$ cat src/rtl/butterfly_stage.sv
// Radix-2 DIT butterfly engine for one FFT stage.
// Reads A/B pairs from the upstream stage RAM, forms P = W*B and writes
// X0 = (A+P)/2, X1 = (A-P)/2 to the downstream stage RAM. The pipeline is
// three cycles deep and issues one butterfly per cycle with no stalls.
//
// state    | meaning
// ---------+----------------------------------------------------------
// ST_IDLE  | waiting for start
// ST_RUN   | issuing butterflies k = 0 .. N/2-1, one per cycle
// ST_DRAIN | no more issues; waiting for the last writes to retire
// ST_DONE  | single-cycle done pulse, then back to idle
module butterfly_stage #(
    parameter int N     = 8,
    parameter int LOG_N = 3,
    parameter int WIDTH = 32,
    parameter int STAGE = 0
) (
    input  logic               clk,
    input  logic               rst_n,
    input  logic               start,
    output logic               active,
    output logic               done,
    output logic               error,
    output logic [LOG_N-1:0]   rd_addr0,
    output logic [LOG_N-1:0]   rd_addr1,
    input  logic [WIDTH-1:0]   rd_data0,
    input  logic [WIDTH-1:0]   rd_data1,
    output logic [LOG_N-2:0]   tf_addr,
    input  logic [WIDTH-1:0]   tf_data,
    output logic [LOG_N-1:0]   wr_addr0,
    output logic [LOG_N-1:0]   wr_addr1,
    output logic [WIDTH-1:0]   wr_data0,
    output logic [WIDTH-1:0]   wr_data1,
    output logic               wr_nd
);

    localparam int H     = WIDTH / 2;
    localparam int S     = 1 << STAGE;
    localparam int TF_SH = LOG_N - 1 - STAGE;

    localparam logic [LOG_N-2:0] K_LAST = (LOG_N-1)'(N / 2 - 1);
    localparam logic [LOG_N-2:0] J_MASK = (LOG_N-1)'(S - 1);
    localparam logic [LOG_N-1:0] S_BIT  = LOG_N'(S);
    localparam logic [LOG_N-2:0] K_ONE  = (LOG_N-1)'(1);

    typedef enum logic [1:0] {
        ST_IDLE,
        ST_RUN,
        ST_DRAIN,
        ST_DONE
    } state_t;

    state_t             state_q, state_d;
    logic [LOG_N-2:0]   k_q, k_d;
    logic               error_q, error_d;

    // stage 1: operands captured at the end of the issue cycle
    logic               v1_q, v1_d;
    logic [WIDTH-1:0]   a1_q, a1_d;
    logic [WIDTH-1:0]   b1_q, b1_d;
    logic [LOG_N-1:0]   ad0_1_q, ad0_1_d;
    logic [LOG_N-1:0]   ad1_1_q, ad1_1_d;

    // stage 2: twiddle product registered, A carried alongside
    logic               v2_q, v2_d;
    logic [WIDTH-1:0]   a2_q, a2_d;
    logic [WIDTH-1:0]   p2_q, p2_d;
    logic [LOG_N-1:0]   ad0_2_q, ad0_2_d;
    logic [LOG_N-1:0]   ad1_2_q, ad1_2_d;

    // stage 3: write port registers; these hold when no write is pending
    logic               wr_nd_q, wr_nd_d;
    logic [WIDTH-1:0]   wr_data0_q, wr_data0_d;
    logic [WIDTH-1:0]   wr_data1_q, wr_data1_d;
    logic [LOG_N-1:0]   wr_addr0_q, wr_addr0_d;
    logic [LOG_N-1:0]   wr_addr1_q, wr_addr1_d;

    logic [LOG_N-2:0]   j_idx;
    logic [LOG_N-1:0]   addr0_c, addr1_c;
    logic [LOG_N-2:0]   tf_c;
    logic               issue;

    logic signed [H-1:0]     w_re, w_im, b_re, b_im;
    logic signed [2*H-1:0]   m_rr, m_ii, m_ri, m_ir;
    logic [2*H:0]            pr_full, pi_full;
    logic signed [H-1:0]     a_re, a_im, p_re, p_im;
    logic [H:0]              sum_re, sum_im, dif_re, dif_im;
    logic                    unused_bits;

    // Butterfly addressing: k splits into group g = k/s and offset j = k mod s.
    // Element A sits at 2*s*g + j, B is s above it (bit STAGE of A is always 0).
    always_comb begin
        issue   = (state_q == ST_RUN);
        j_idx   = k_q & J_MASK;
        addr0_c = (({1'b0, k_q} >> STAGE) << (STAGE + 1)) | {1'b0, j_idx};
        addr1_c = addr0_c | S_BIT;
        tf_c    = j_idx << TF_SH;
    end

    // Read and twiddle addresses are only driven while issuing, zero otherwise.
    always_comb begin
        rd_addr0 = issue ? addr0_c : '0;
        rd_addr1 = issue ? addr1_c : '0;
        tf_addr  = issue ? tf_c : '0;
    end

    // Sequencer next state: issue counter, drain wait and sticky start error.
    always_comb begin
        state_d = state_q;
        k_d     = k_q;
        error_d = error_q;
        case (state_q)
            ST_IDLE: begin
                if (start) begin
                    state_d = ST_RUN;
                    k_d     = '0;
                end
            end
            ST_RUN: begin
                if (k_q == K_LAST) begin
                    state_d = ST_DRAIN;
                end else begin
                    k_d = k_q + K_ONE;
                end
            end
            ST_DRAIN: begin
                // the write stage holds the last butterfly once stages 1 and 2 are empty
                if (!v1_q && !v2_q) begin
                    state_d = ST_DONE;
                end
            end
            ST_DONE: begin
                state_d = ST_IDLE;
            end
            default: begin
                state_d = ST_IDLE;
            end
        endcase
        if (start && (state_q != ST_IDLE)) begin
            error_d = 1'b1;
        end
    end

    // Complex multiply P = W*B; the twiddle arrives one cycle after its address,
    // which lines it up with the captured B. Truncate back to Q1.(H-1).
    always_comb begin
        w_re    = tf_data[WIDTH-1:H];
        w_im    = tf_data[H-1:0];
        b_re    = b1_q[WIDTH-1:H];
        b_im    = b1_q[H-1:0];
        m_rr    = (2*H)'(w_re) * (2*H)'(b_re);
        m_ii    = (2*H)'(w_im) * (2*H)'(b_im);
        m_ri    = (2*H)'(w_re) * (2*H)'(b_im);
        m_ir    = (2*H)'(w_im) * (2*H)'(b_re);
        pr_full = (2*H+1)'(m_rr) - (2*H+1)'(m_ii);
        pi_full = (2*H+1)'(m_ri) + (2*H+1)'(m_ir);
    end

    // Sum/difference with one guard bit, halved by an arithmetic shift so the
    // result always fits back into H bits.
    always_comb begin
        a_re   = a2_q[WIDTH-1:H];
        a_im   = a2_q[H-1:0];
        p_re   = p2_q[WIDTH-1:H];
        p_im   = p2_q[H-1:0];
        sum_re = (H+1)'(a_re) + (H+1)'(p_re);
        sum_im = (H+1)'(a_im) + (H+1)'(p_im);
        dif_re = (H+1)'(a_re) - (H+1)'(p_re);
        dif_im = (H+1)'(a_im) - (H+1)'(p_im);
        unused_bits = ^{pr_full[2*H:2*H-1], pr_full[H-2:0],
                        pi_full[2*H:2*H-1], pi_full[H-2:0],
                        sum_re[0], sum_im[0], dif_re[0], dif_im[0]};
    end

    // Pipeline next state: each stage loads only when its predecessor is valid.
    always_comb begin
        v1_d    = issue;
        a1_d    = a1_q;
        b1_d    = b1_q;
        ad0_1_d = ad0_1_q;
        ad1_1_d = ad1_1_q;
        if (issue) begin
            a1_d    = rd_data0;
            b1_d    = rd_data1;
            ad0_1_d = addr0_c;
            ad1_1_d = addr1_c;
        end

        v2_d    = v1_q;
        a2_d    = a2_q;
        p2_d    = p2_q;
        ad0_2_d = ad0_2_q;
        ad1_2_d = ad1_2_q;
        if (v1_q) begin
            a2_d    = a1_q;
            p2_d    = {pr_full[2*H-2:H-1], pi_full[2*H-2:H-1]};
            ad0_2_d = ad0_1_q;
            ad1_2_d = ad1_1_q;
        end

        wr_nd_d    = v2_q;
        wr_data0_d = wr_data0_q;
        wr_data1_d = wr_data1_q;
        wr_addr0_d = wr_addr0_q;
        wr_addr1_d = wr_addr1_q;
        if (v2_q) begin
            wr_data0_d = {sum_re[H:1], sum_im[H:1]};
            wr_data1_d = {dif_re[H:1], dif_im[H:1]};
            wr_addr0_d = ad0_2_q;
            wr_addr1_d = ad1_2_q;
        end
    end

    // All state; reset aborts any frame in flight and clears the pipeline.
    always_ff @(posedge clk or negedge rst_n) begin
        if (!rst_n) begin
            state_q    <= ST_IDLE;
            k_q        <= '0;
            error_q    <= 1'b0;
            v1_q       <= 1'b0;
            a1_q       <= '0;
            b1_q       <= '0;
            ad0_1_q    <= '0;
            ad1_1_q    <= '0;
            v2_q       <= 1'b0;
            a2_q       <= '0;
            p2_q       <= '0;
            ad0_2_q    <= '0;
            ad1_2_q    <= '0;
            wr_nd_q    <= 1'b0;
            wr_data0_q <= '0;
            wr_data1_q <= '0;
            wr_addr0_q <= '0;
            wr_addr1_q <= '0;
        end else begin
            state_q    <= state_d;
            k_q        <= k_d;
            error_q    <= error_d;
            v1_q       <= v1_d;
            a1_q       <= a1_d;
            b1_q       <= b1_d;
            ad0_1_q    <= ad0_1_d;
            ad1_1_q    <= ad1_1_d;
            v2_q       <= v2_d;
            a2_q       <= a2_d;
            p2_q       <= p2_d;
            ad0_2_q    <= ad0_2_d;
            ad1_2_q    <= ad1_2_d;
            wr_nd_q    <= wr_nd_d;
            wr_data0_q <= wr_data0_d;
            wr_data1_q <= wr_data1_d;
            wr_addr0_q <= wr_addr0_d;
            wr_addr1_q <= wr_addr1_d;
        end
    end

    // Status outputs decode from state; the done cycle itself is not active.
    always_comb begin
        active   = (state_q == ST_RUN) || (state_q == ST_DRAIN);
        done     = (state_q == ST_DONE);
        error    = error_q;
        wr_nd    = wr_nd_q;
        wr_data0 = wr_data0_q;
        wr_data1 = wr_data1_q;
        wr_addr0 = wr_addr0_q;
        wr_addr1 = wr_addr1_q;
    end

endmodule

$ cat config.mk
export PLATFORM = sky130hd
export DESIGN_NAME = butterfly_stage
export DESIGN_NICKNAME = d
export VERILOG_FILES = /design/src/rtl/butterfly_stage.sv
export SDC_FILE = /design/constraint.sdc
export NUM_CORES = 2
export LEC_CHECK = 0
export CAP_MARGIN = 0
export CORE_ASPECT_RATIO = 1.75
export CORE_MARGIN = 2
export CORE_UTILIZATION = 50
export CTS_BUF_LIST = sky130_fd_sc_hd__clkbuf_8
export CTS_CLUSTER_DIAMETER = 40
export CTS_CLUSTER_SIZE = 24
export DETAILED_ROUTE_END_ITERATION = 7
export PLACE_DENSITY = 0.65
export SYNTH_ARGS = -nofsm -noshare
export SYNTH_HDL_FRONTEND = slang
export SYNTH_SLANG_ARGS = --single-unit
$ cat constraint.sdc
create_clock -name clk -period 10.39 [get_ports clk]
set_clock_uncertainty 0.15 [all_clocks]
set_input_delay 1.5585 -clock clk [delete_from_list [all_inputs] [get_ports clk]]
set_output_delay 1.5585 -clock clk [all_outputs]
set_load 0.01 [all_outputs]
# Word-level counts from Yosys, hierarchy flattened

Cells that the tools add are included.

Flip-flop bits (word level): 215
Output and inout port bits: 82
Word-level logic and storage cells: 56

Multipliers: 4
Add/subtract/negate cells: 7
Reduce and logical (&&, ||, !) cells: 10
Muxes and demuxes: 9
Equality and inequality tests: 8

Operator list:

| operator                                                         | number |
|---|---|
| 16-bit by 16-bit multiplier with 31-bit output                   | 4 |
| 16-bit by 16-bit adder with 17-bit output                        | 2 |
| 16-bit by 16-bit subtractor with 17-bit output                   | 2 |
| 31-bit adder                                                     | 1 |
| 31-bit subtractor                                                | 1 |
| 2-bit two-way mux                                                | 5 |
| 2-bit one-hot mux with 4 select lines                            | 1 |
| 2-bit == test (second input constant)                            | 3 |
| 3-bit two-way mux                                                | 2 |
| 2-bit != test (second input constant)                            | 3 |
| 3-bit AND reduction                                              | 2 |
| 2-bit one-hot mux with 2 select lines                            | 1 |
| 2-bit nonzero test                                               | 2 |
| 2-bit by 1-bit adder with 2-bit output (second input constant)   | 1 |
| 2-bit by 1-bit == test with 1-bit output (second input constant) | 1 |
| 1-bit logical AND                                                | 2 |
| 1-bit logical NOT                                                | 2 |
| 2-bit logical NOT                                                | 1 |
| 2-bit by 1-bit != test with 1-bit output (second input constant) | 1 |
| 1-bit logical OR                                                 | 1 |

# Longest topological paths before layout

Word-level depth: 4
Depth in mapped cells: 28
Gate-level depth less buffers: 27

# Worst setup path after synthesis

OpenSTA, ideal clock, no wires.

Path kind: input to register
Start: input tf_data[15]
End: register p2_q[31]
Cell stages on the path: 26
Setup slack: 1.495 ns
Data arrival time: 8.653 ns
Path buffers: 2
Data required time: 10.148 ns
Setup time: 0.092 ns
Path through: clkbuf_1 clkbuf_1 nand2_1 inv_1 fa_1 inv_1 fa_1 inv_1 fa_1 inv_1 fa_1 fa_1 fa_1 fa_1 inv_1 fa_1 inv_1 ha_1 a21o_1 a21o_1 a221o_1 o21ai_4 a2111oi_4 o31a_1 o21a_1 o31ai_2

Cells in the longest elaborated chain, start to end: 2

Ends and longest elaborated chain:

| item                                           | RTL line | text |
|---|---|---|
| start: declaration                             | 29       | `input logic [WIDTH-1:0] tf_data,` |
| 16-bit by 16-bit multiplier with 31-bit output | 152      | `m_ii = (2*H)'(w_im) * (2*H)'(b_im);` |
| 31-bit subtractor                              | 155      | `pr_full = (2*H+1)'(m_rr) - (2*H+1)'(m_ii);` |
| end signal: assignment                         | 246      | `p2_q <= p2_d;` |
| end: declaration                               | 67       | `logic [WIDTH-1:0] p2_q, p2_d;` |

No other way between the ends.
A chain may end at the register's enable or synchronous reset.

# Worst setup path after layout

Start: input tf_data[25]
End: register p2_q[18]

Cells in the longest elaborated chain, start to end: 2

Ends and longest elaborated chain:

| item                                           | RTL line | text |
|---|---|---|
| 16-bit by 16-bit multiplier with 31-bit output | 151      | `m_rr = (2*H)'(w_re) * (2*H)'(b_re);` |
| 31-bit subtractor                              | 155      |  |

No other way between the ends.

==> results by group <==
Synthesis
  – Post-synth ARST share: 1.00
  – Mapped Area: between 0.04 and 0.05 mm²
  – Sequential area share after synthesis: 0.107
  – Yosys cell types: 66
  – YS warnings: 0
  – EDFF count, synth: 0
  – Most used flip-flop cell after synthesis: dfrtp_1
  – Syn_area_per_cell: a little under 10 µm²
  – Post-Syn Instances: around 5000
  – Flops & latches, synth: roughly 210

Worst setup path
  – R2R Setup Slk: between 2 and 2.5 ns
  – R2r startpoint: b1_q[17]
  – Crit-path max FO: 10
  – CP startpoint kind: primary input
  – Critical Path End Type: flop
  – Critical path class: in2reg
  – Reg2reg end: p2_q[8]
  – CP Data Required Time: 10.80 ns
  – Crit path DAT: approximately 9.5 ns
  – Reg2reg path depth: 25

Outcome
  – Outcome: completed

Timing
  – Worst Tran Pin Value: about 1 ns
  – Final Max Slew Viols: 0
  – Slew margin rel.: 0.321
  – Fin crit share: 0.872
  – Fmax: roughly 110 MHz
  – Fin crit period: just over 9 ns
  – Setup TNS: 0 ns
  – Final hold vios: 0
  – Final setup fails: 0
  – Unrepaired setup endpoints after global routing: no

Clocking
  – PostCTS Resize Cnt: 0
  – CTS tree: yes
  – CTS clk-pin slew, worst paths: roughly 0.1 ns
  – Clk_lat worst skew: about 0.65 ns
  – CTS Hold Buffers Added: 0
  – Setup Fix Bufs, Post-CTS: 0
  – CTS sink cnt: around 210
  – Root Driver: clkbuf_8
  – Max Buffers Root-to-Sink: 3
  – CTS buffer count: 37
  – H-tree depth: 2

Cells and area
  – Fin cells: approximately 6500
  – Nets: between 6000 and 7000
  – Final core occ: 0.546
  – Commonest non-fill, non-tap cell in the layout: inv_1
  – Area growth, synth to finish: 8.46%
  – Most frequent cells in the layout: 1350 x inv_1, 1123 x fa_1, 569 x nand2_1
  – # fillers: between 8000 and 9000
  – Layout cells sized above 1: 0.0620
  – Design area: 0.0528 mm²

Placed design
  – GP Congestion: between 0.9 and 1
  – Final HPWL DP: 105000 µm
  – Placed insts: between 6000 and 7000
  – Number of I/O port buffers: 176
  – Post-placement cell area: ~0.052 mm²

Floorplanning
  – Die width: around 240 µm
  – IO Pins: 181
  – Initial Utilization: 0.503
  – Num rows: ~150
  – Die extent in y: 417 µm
  – DIE AREA: between 0.1 and 0.15 mm²
  – Core area: slightly below 0.1 mm²

Routing
  – Routed Antenna Nets: 0
  – Vias: 33500
  – DRT iter0 DRCs: 1406
  – Routed length per placed instance: around 20 µm
  – Vias per cell: approximately 5.2
  – Pre-Repair DR Iteration Count: 5
  – Drt drc: 0
  – Routed wire length: ~130000 µm

Run
  – # Max-Cap Violations: 0

GRT
  – Gr usage total: 0.273
  – Initial antenna violation count: 8
  – First-pass GRT wire length: 205000 µm
  – Total gr overflow: 0
  – Number of global-route vias before repair: 37700
  – Pin count of the biggest net entering global routing: 139

Min path
  – Worst hold start: error
  – Worst hold endpoint: error
  – Worst hold path type: reg2reg
  – WHS Path Cells: 1
## registers in the layout, indices dropped and copies added, names as in the netlist
signal and cells:
a1_q 32, a2_q 32, ad1_1_q 3, ad1_2_q 3, b1_q 32, error 1
k_q 2, p2_q 32, state_q 2, v1_q 1, v2_q 1, wr_addr1 3
wr_data0 32, wr_data1 32, wr_nd 1
## metrics by stage
| stage | hold slack [ns] | setup slack (ns) |
|---|---|---|
| floorplan | 0.202 | 1.50 |
| global placement | 0.288 | 0.724 |
| detailed placement | 0.294 | 0.641 |
| CTS | 0.317 | 1.34 |
| global route | 0.323 | 1.03 |
| finish | 0.310 | 1.33 |
## cells in the mapped netlist, drive strengths merged, types with 57 or more instances
| cell | instances | share of area |
|---|---|---|
| a21oi | 97 | 0.010 |
| ha | 357 | 0.092 |
| o21ai | 57 | 0.0061 |
| nor2 | 101 | 0.0078 |
| and2 | 441 | 0.057 |
| dfrtp | 209 | 0.11 |
| xnor2 | 105 | 0.019 |
| mux2 | 130 | 0.030 |
| nand2 | 569 | 0.044 |
| clkbuf | 229 | 0.018 |
| inv | 1347 | 0.10 |
| fa | 1123 | 0.46 |
## worst max-delay path: stages
cell and delay, ns:
clkdlybuf4s50_1 0.85, and2_1 0.41, fa_1 0.50, inv_1 0.05
fa_1 0.54, inv_1 0.05, fa_1 0.47, inv_1 0.05
fa_1 0.51, fa_1 0.52, inv_1 0.06, fa_1 0.48
fa_1 0.50, inv_1 0.05, fa_1 0.48, inv_1 0.04
ha_1 0.28, a211o_1 0.28, a21oi_1 0.50, o21ai_0 0.27
a21oi_1 0.28, o21bai_1 0.11, xnor2_1 0.37, nand2_1 0.14
o21ai_0 0.10
## cell type report
cell class / instances / area [µm²] / area share
inverter: 1349 / 5060 / 0.0959
timing repair buffer: 275 / 2610 / 0.0493
clock inverter: 27 / 243 / 0.00460
sequential: 209 / 5250 / 0.0993
clock buffer: 40 / 551 / 0.0104
multi-input combinational: 3264 / 37500 / 0.710
antenna: 3 / 7.51 / 0.000142
tap: 1300 / 1630 / 0.0308
## cell families after synthesis
family	Yosys count	share of synthesized area
DFF	209	0.107
AOI/OAI and AO/OA	248	0.0320
and+or+nand+nor	1251	0.126
xor gates and xnor gates	136	0.0245
muxes	145	0.0331
adders and majority gates	1480	0.553
other	1	0.0000770
buffers and inverters	1593	0.124
## worst max path at each step
stage | to | depth (start not counted) | slack (ns) | startpoint
2_1_floorplan | p2_q[31] | 26 | 1.50 | tf_data[15]
3_3_place_gp | p2_q[18] | 25 | 0.72 | tf_data[25]
3_5_place_dp | p2_q[18] | 25 | 0.64 | tf_data[25]
4_1_cts | p2_q[8] | 26 | 1.34 | tf_data[15]
5_1_grt | p2_q[8] | 26 | 1.03 | tf_data[15]
6_report | p2_q[18] | 25 | 1.33 | tf_data[25]
## per-layer routing
| layer | vias up | share of wire | GRT usage |
|---|---|---|---|
| li1 | 14700 | - | - |
| met5 | - | 0.00044 | 0 |
| met1 | 17500 | 0.35 | 0.303 |
| met4 | 8 | 0.074 | 0.161 |
| met2 | 866 | 0.53 | 0.501 |
| met3 | 354 | 0.040 | 0.0282 |
Power is not shown: default switching activity piles up to over one toggle a cycle in this logic, so the estimate is an artifact.
